**src/rtl/poly_sound_sm_if.sv**
```systemverilog
// ---------------------------------------------------------------------------
// poly_sound_sm_if
//   Bundles the scan-code byte stream from the PS/2 receiver and the voice
//   outputs of poly_sound_sm.
//   master : byte producer / voice consumer (keyboard side, testbench)
//   slave  : poly_sound_sm
// Signals
//   Keycode  8              scan-code byte, valid when Enable=1
//   Enable   1              one byte consumed per cycle Enable=1
//   M        VOICES*DIV_W   voice i half-period divisor at M[i*DIV_W +: DIV_W]
//   Active   VOICES         voice i holding a key
//   Dropped  1              one-cycle pulse: make discarded, no free voice
// ---------------------------------------------------------------------------
interface poly_sound_sm_if #(
  parameter int VOICES = 4,
  parameter int DIV_W  = 16
);
  logic [7:0]              Keycode;
  logic                    Enable;
  logic [VOICES*DIV_W-1:0] M;
  logic [VOICES-1:0]       Active;
  logic                    Dropped;

  modport master (output Keycode, Enable, input M, Active, Dropped);
  modport slave  (input Keycode, Enable, output M, Active, Dropped);
endinterface

```
**src/rtl/poly_sound_sm.sv**
```systemverilog
// ---------------------------------------------------------------------------
// poly_sound_sm
//   Polyphonic PS/2 sound state machine. Decodes make, break (F0) and
//   extended (E0) scan-code sequences and keeps up to VOICES held notes, each
//   driving a 1 MHz tone-clock half-period divisor (0 = silent).
// Ports
//   Clock  in  system clock, rising edge
//   Reset  in  asynchronous, active-low reset
//   bus    slave modport of poly_sound_sm_if (Keycode/Enable in,
//          M/Active/Dropped out, all outputs registered)
// Configuration
//   VOICE_STEAL_EN : when defined, a make with all voices busy replaces the
//                    oldest voice; otherwise it is discarded and Dropped
//                    pulses for one cycle.
// ---------------------------------------------------------------------------
module poly_sound_sm #(
  parameter int VOICES = 4,
  parameter int DIV_W  = 16
) (
  input  logic              Clock,
  input  logic              Reset,
  poly_sound_sm_if.slave    bus
);

  localparam int IDX_W = (VOICES > 1) ? $clog2(VOICES) : 1;

  // Widest table entry (1911) needs 11 bits.
  if (DIV_W < 11) begin : g_div_w_chk
    $error("poly_sound_sm: DIV_W=%0d cannot hold the divisor table", DIV_W);
  end
  if (VOICES < 1 || VOICES > 8) begin : g_voices_chk
    $error("poly_sound_sm: VOICES=%0d outside 1..8", VOICES);
  end

  typedef enum logic [1:0] {
    S_IDLE,
    S_BRK,
    S_EXT,
    S_EXT_BRK
  } state_t;

  localparam logic [7:0] BREAK_CODE = 8'hF0;
  localparam logic [7:0] EXT_CODE   = 8'hE0;

  // Scan code -> tone half-period; 0 means the code is not a voiced key.
  function automatic logic [10:0] key_div(input logic [7:0] code);
    case (code)
      8'h15:   key_div = 11'd1911; // C4
      8'h1D:   key_div = 11'd1703; // D4
      8'h24:   key_div = 11'd1517; // E4
      8'h2D:   key_div = 11'd1432; // F4
      8'h2C:   key_div = 11'd1276; // G4
      8'h35:   key_div = 11'd1136; // A4
      8'h3C:   key_div = 11'd1012; // B4
      8'h43:   key_div = 11'd956;  // C5
      default: key_div = 11'd0;
    endcase
  endfunction

  state_t             state_q;
  logic [7:0]         tag_q    [VOICES];
  logic [DIV_W-1:0]   m_q      [VOICES];
  logic [VOICES-1:0]  active_q;
  logic               dropped_q;

  logic [DIV_W-1:0]   div_w;
  logic               mapped;
  logic               hit;
  logic [IDX_W-1:0]   hit_idx;
  logic               free_found;
  logic [IDX_W-1:0]   free_idx;
  logic               make_req;
  logic               brk_req;
  logic               can_alloc;
  logic [IDX_W-1:0]   alloc_idx;

`ifdef VOICE_STEAL_EN
  // Age is the rank of a voice among the active voices: 0 = newest,
  // (active count - 1) = oldest. When full, ages are exactly 0..VOICES-1.
  logic [IDX_W-1:0]   age_q    [VOICES];
  logic [IDX_W-1:0]   oldest_idx;
`endif

  assign div_w  = DIV_W'(key_div(bus.Keycode));
  assign mapped = (div_w != '0);

  // NOTE: every variable written here gets a default first, so no path can
  // leave it holding a stale value and infer a latch.
  always_comb begin
    hit        = 1'b0;
    hit_idx    = '0;
    free_found = 1'b0;
    free_idx   = '0;
    for (int i = 0; i < VOICES; i++) begin
      if (!hit && active_q[i] && (tag_q[i] == bus.Keycode)) begin
        hit     = 1'b1;
        hit_idx = IDX_W'(i);
      end
    end
    // Scan downwards so the lowest free index wins.
    for (int i = VOICES - 1; i >= 0; i--) begin
      if (!active_q[i]) begin
        free_found = 1'b1;
        free_idx   = IDX_W'(i);
      end
    end
  end

`ifdef VOICE_STEAL_EN
  always_comb begin
    oldest_idx = '0;
    for (int i = 0; i < VOICES; i++) begin
      if (active_q[i] && (age_q[i] == IDX_W'(VOICES - 1))) oldest_idx = IDX_W'(i);
    end
  end
  assign can_alloc = 1'b1;
  assign alloc_idx = free_found ? free_idx : oldest_idx;
`else
  assign can_alloc = free_found;
  assign alloc_idx = free_idx;
`endif

  // A held code (typematic repeat) never reallocates.
  assign make_req = bus.Enable && (state_q == S_IDLE) && mapped && !hit;
  assign brk_req  = bus.Enable && (state_q == S_BRK) && hit;

  // NOTE: sequential state uses non-blocking assignments only, so every
  // right-hand side sees the pre-edge value regardless of statement order.
  always_ff @(posedge Clock or negedge Reset) begin
    if (!Reset) begin
      state_q   <= S_IDLE;
      active_q  <= '0;
      dropped_q <= 1'b0;
      // NOTE: the per-voice arrays are reset explicitly; a stale tag would
      // otherwise match a break or block a make after reset.
      for (int i = 0; i < VOICES; i++) begin
        tag_q[i] <= '0;
        m_q[i]   <= '0;
`ifdef VOICE_STEAL_EN
        age_q[i] <= '0;
`endif
      end
    end else begin
      // Parser: only advances on bytes.
      if (bus.Enable) begin
        unique case (state_q)
          S_IDLE: begin
            if (bus.Keycode == BREAK_CODE)    state_q <= S_BRK;
            else if (bus.Keycode == EXT_CODE) state_q <= S_EXT;
          end
          S_BRK:     state_q <= S_IDLE;
          S_EXT:     state_q <= (bus.Keycode == BREAK_CODE) ? S_EXT_BRK : S_IDLE;
          S_EXT_BRK: state_q <= S_IDLE;
        endcase
      end

      dropped_q <= make_req && !can_alloc;

      // Allocation and release are mutually exclusive by parser state.
      if (make_req && can_alloc) begin
        tag_q[alloc_idx]    <= bus.Keycode;
        m_q[alloc_idx]      <= div_w;
        active_q[alloc_idx] <= 1'b1;
`ifdef VOICE_STEAL_EN
        // The stolen voice, if any, is the oldest, so every other active
        // voice ages by one without leaving 0..VOICES-1.
        age_q[alloc_idx] <= '0;
        for (int i = 0; i < VOICES; i++) begin
          if (active_q[i] && (IDX_W'(i) != alloc_idx)) age_q[i] <= age_q[i] + IDX_W'(1);
        end
`endif
      end else if (brk_req) begin
        tag_q[hit_idx]    <= '0;
        m_q[hit_idx]      <= '0;
        active_q[hit_idx] <= 1'b0;
`ifdef VOICE_STEAL_EN
        // Close the gap in the ranking left by the released voice.
        age_q[hit_idx] <= '0;
        for (int i = 0; i < VOICES; i++) begin
          if (active_q[i] && (age_q[i] > age_q[hit_idx])) age_q[i] <= age_q[i] - IDX_W'(1);
        end
`endif
      end
    end
  end

  always_comb begin
    bus.M = '0;
    for (int i = 0; i < VOICES; i++) bus.M[i*DIV_W +: DIV_W] = m_q[i];
  end
  assign bus.Active  = active_q;
  assign bus.Dropped = dropped_q;

endmodule

```
**src/flat_wrapper.sv**
```systemverilog
// flat-port wrapper written by rule: the top's interface ports become plain ports
module poly_sound_sm_flat 
#(
  parameter int VOICES = 4,
  parameter int DIV_W  = 16
)
  (Clock, Reset, bus_Keycode, bus_Enable, bus_M, bus_Active, bus_Dropped);
  poly_sound_sm_if #(.VOICES(VOICES), .DIV_W(DIV_W)) bus_i ();
  input  logic Clock;
  input  logic Reset;
  input wire logic [$bits(bus_i.Keycode)-1:0] bus_Keycode;
  input wire logic [$bits(bus_i.Enable)-1:0] bus_Enable;
  output wire logic [$bits(bus_i.M)-1:0] bus_M;
  output wire logic [$bits(bus_i.Active)-1:0] bus_Active;
  output wire logic [$bits(bus_i.Dropped)-1:0] bus_Dropped;
  assign bus_i.Keycode = bus_Keycode;
  assign bus_i.Enable = bus_Enable;
  assign bus_M = bus_i.M;
  assign bus_Active = bus_i.Active;
  assign bus_Dropped = bus_i.Dropped;
  poly_sound_sm #(.VOICES(VOICES), .DIV_W(DIV_W)) u_core (.Clock(Clock), .Reset(Reset), .bus(bus_i));
endmodule
```
**config.mk**
```make
export PLATFORM = sky130hd
export DESIGN_NAME = poly_sound_sm_flat
export DESIGN_NICKNAME = d
export VERILOG_FILES = /design/src/rtl/poly_sound_sm_if.sv /design/src/rtl/poly_sound_sm.sv /design/src/flat_wrapper.sv
export SDC_FILE = /design/constraint.sdc
export NUM_CORES = 1
export LEC_CHECK = 0
export CAP_MARGIN = 20
export CORE_MARGIN = 2
export CORE_UTILIZATION = 38
export DETAILED_ROUTE_END_ITERATION = 6
export PLACE_DENSITY_LB_ADDON = 0.08
export RECOVER_POWER = 100
export SLEW_MARGIN = 20
export SYNTH_ARGS = -nofsm -noshare
export SYNTH_HDL_FRONTEND = slang
export SYNTH_SLANG_ARGS = --single-unit
export TNS_END_PERCENT = 5
```
**constraint.sdc**
```tcl
create_clock -name Clock -period 2.9 [get_ports Clock]
set_clock_uncertainty 0.15 [all_clocks]
set_input_delay 0.29 -clock Clock [delete_from_list [all_inputs] [get_ports Clock]]
set_output_delay 0.29 -clock Clock [all_outputs]
set_load 0.01 [all_outputs]
```
==> flow_metrics.py <==
metrics = {
    "placed_design": {
        "gp_congestion": 0.833,
        "hpwlAfterDp_mm": 9.33,
        "port_buffers": 79,
        "placed_area_um2": 6090,
    },
    "cts": {
        "insertion_delay_ns": 0.35,
        "cts_resized": 0,
        "ctsHoldBuffers": 1,
        "path_clk_slew_ns": 0.06,
        "clock_path_buffers": 2,
        "cts.htree.levels": 3,
        "post-cts-setup-buffers": 0,
        "cts_root_buf": "clkbuf_16",
        "numClockSinks": 103,
        "numCtsBuffers": 9,
        "cts_tree": "built",
    },
    "drt": {
        "finalWirelength_mm": 12.9,
        "final_antenna_net_count": 0,
        "drt_iter0_drc": 174,
        "wl_per_cell_um": 17.7,
        "firstDrtPassIters": 4,
        "vias": 3684,
        "drc": 0,
        "vias_per_cell": 5.03,
    },
    "setup_path": {
        "cp-end-kind": "register",
        "critPathBufInv": 3,
        "cp_common_cell": "buf_4",
        "startpoint": "bus_Keycode[7]",
        "cp.arrival_ns": 2.86,
        "path_class": "in2reg",
        "crit_chain": "dlygate4sd3_1 > buf_4 > xnor2_1 > nand4_1 > or4_1 > or4b_1 > buf_4 > and3_1",
        "critPathMaxFanout": 20,
        "reg2reg_to": "u_core.bus.M[63]",
        "rr_worst_depth": 6,
        "r2r_setup_slack_ns": 0.41,
        "cp_slowest_cell": "dlygate4sd3_1",
        "startpoint_type": "primary input",
        "path_delay_family": "simple AND/OR/NAND/NOR gates",
        "critPathMaxStageDelay_ns": 0.71,
        "cp_data_required_time_ns": 2.99,
        "r2r_start": "u_core.tag_q[6]",
    },
    "timing": {
        "tightest_slew_ns": 1.54,
        "relSlewSlack": -0.0278,
        "drv_slew": 59,
        "timing.final.hold_violations": 0,
        "finalSetupViolCount": 0,
        "setup_tns_ns": 0,
        "rsz0062_at_grt": "false",
        "max_freq_mhz": 361,
        "min_period_over_period": 0.956,
        "final.min_clock_period_ns": 2.77,
        "hold_slack_ns": 0.351,
    },
    "power_and_ir_drop": {
        "vdd_drop_max_uv": 300,
        "total_power_mw": 3.12,
        "powerDensity_nw_per_um2": 490,
        "leakage_nw": 3.55,
    },
    "min_path": {
        "worstHoldPathCells": 1,
        "hold_start": "u_core.bus.M[47]",
        "holdPathEnd": "u_core.bus.M[47]",
        "worstHoldPathType": "reg2reg",
    },
    "global_routing": {
        "grt_pass1_vias": 3847,
        "grt_pass1_wl_mm": 21.0,
        "grt_max_degree": 60,
        "antenna_found_initial": 0,
        "grtUsageTotal": 0.207,
        "grt_overflow": 0,
    },
    "floorplan": {
        "die_x_um": 116,
        "io_pins": 80,
        "initial_core_util": 0.394,
        "die_y_um": 116,
        "coreArea_um2": 12200,
        "fp-row-count": 40,
        "die_area_um2": 13500,
    },
    "logic_synthesis": {
        "yosysTopAreaCell": "dfrtp_1",
        "synth_compound_area_frac": 0.0348,
        "synthMuxAreaShare": 0.153,
        "synth_top_flop_cell": "dfrtp_1",
        "synth_commonest_cells": "103 x dfrtp_1, 93 x nand2_1, 73 x mux2i_1, 31 x xnor2_1, 24 x and3_1",
        "synthSimpleGateAreaFrac": 0.178,
        "synth_cells": 443,
        "synthAdderAreaFrac": 0,
        "synth-xor-area-share": 0.0586,
        "synthMostInstantiatedCell": "dfrtp_1",
        "yosysUniqueCellTypes": 39,
        "yosys-top-cells-area": "dfrtp_1 54%, mux2i_1 15%, nand2_1 7.3%",
        "netlist_area_um2": 4790,
        "ys_seq_area_frac": 0.539,
        "synth.avg_cell_area_um2": 10.8,
        "yosys_warnings": 0,
        "synth-seq-cells": 103,
        "netlist.area_leader.share": 0.539,
        "synth-edff-count": 0,
        "syn_nets": 454,
        "synth_top_family_by_area": "simple AND/OR/NAND/NOR gates",
        "synthArstFlopShare": 1.00,
    },
    "layout": {
        "nNetsFinal": 570,
        "area_growth_pct": 33.1,
        "diodes": 0,
        "final_area_um2": 6370,
        "layout-drive-gt1-share": 0.128,
        "num-fill-cells": 1133,
        "utilization": 0.524,
    },
    "flow_run": {
        "cap_viol_max_count": 1,
    },
    "run_status": {
        "status": "finished with violations",
        "violations": "max-capacitance violations, max-slew violations",
    },
}
## layer usage
layer | part of all wire | global-route usage | vias up
li1 | - | - | 1745
met1 | 0.48 | 0.294 | 1837
met2 | 0.47 | 0.318 | 86
met3 | 0.041 | 0.0472 | 16
met4 | 0.012 | 0.0587 | 0
met5 | 0 | 0 | -
## cell type report
type / instances / area, um^2 / share of cell area
sequential: 103 / 2580 / 0.405
clock buffer: 12 / 236 / 0.0371
tap: 168 / 210 / 0.0330
clock inverter: 4 / 70.1 / 0.0110
multi-input combinational: 303 / 2030 / 0.318
inverter: 9 / 33.8 / 0.00530
timing repair buffer: 133 / 1210 / 0.191
## power by group
part | internal [mW] | switching (mW) | total [mW]
clock network | 0.755 | 0.536 | 1.29
logic | 0.139 | 0.160 | 0.299
registers | 1.48 | 0.0457 | 1.53
## worst max path at each step
| stage | to | slack [ns] | depth (start not counted) |
|---|---|---|---|
| CTS | u_core.bus.M[63] | 0.19 | 8 |
| floorplan | u_core.bus.M[62] | 0.38 | 8 |
| finish | u_core.bus.M[63] | 0.13 | 8 |
| detailed placement | u_core.bus.M[57] | -0.17 | 9 |
| global route | u_core.bus.M[20] | 0.008 | 9 |
| global placement | u_core.bus.M[14] | -0.14 | 9 |
## flip-flops by register name, indices dropped and copies added, names as in the netlist
register            flops
u_core.state_q          2
u_core.bus.Dropped      1
u_core.bus.M           64
u_core.tag_q           32
u_core.bus.Active       4
## cells by family (layout without fill, tap and decap cells)
| family | count (synthesis) | count (layout) |
|---|---|---|
| AND/OR/NAND/NOR | 172 | 172 |
| multiplexers | 73 | 73 |
| AO/OA/AOI/OAI | 26 | 26 |
| XOR/XNOR | 32 | 32 |
| buffers and inverters | 37 | 158 |
| flip-flops | 103 | 103 |
## worst reg2reg max path: cells and delay by family, from the launching register on
family	cells	cell delay, ns
simple gates	4	1.39
buf+inv	1	0.23
flops	1	0.40
xor+xnor	1	0.20
## through the flow
step                      worst slack (ns)  std cells
after floorplan                      0.376        443
after global placement              -0.137        715
after detailed placement            -0.165        715
after CTS                            0.190        732
after global routing               0.00839        732
final                                0.127        732
## layout by cell type (no fill, tap or decap), types with 2 or more instances in the layout
cell,instances
dfrtp_1,103
nand2_1,93
mux2i_1,73
dlygate4sd3_1,71
buf_4,42
xnor2_1,31
and3_1,24
nand3_1,15
nor3_1,10
inv_1,9
clkbuf_16,9
o21ai_0,8
clkdlybuf4s50_1,8
nand2b_1,5
nor2_1,5
a21oi_1,5
clkbuf_4,5
a21boi_0,4
nand4_1,4
clkbuf_1,4
a21o_1,3
clkbuf_2,3
a31oi_1,2
nor4_1,2
or4_1,2
nand4b_1,2
bufinv_16,2
clkinv_2,2
buf_12,2
Power figures use the tool's default switching activity.
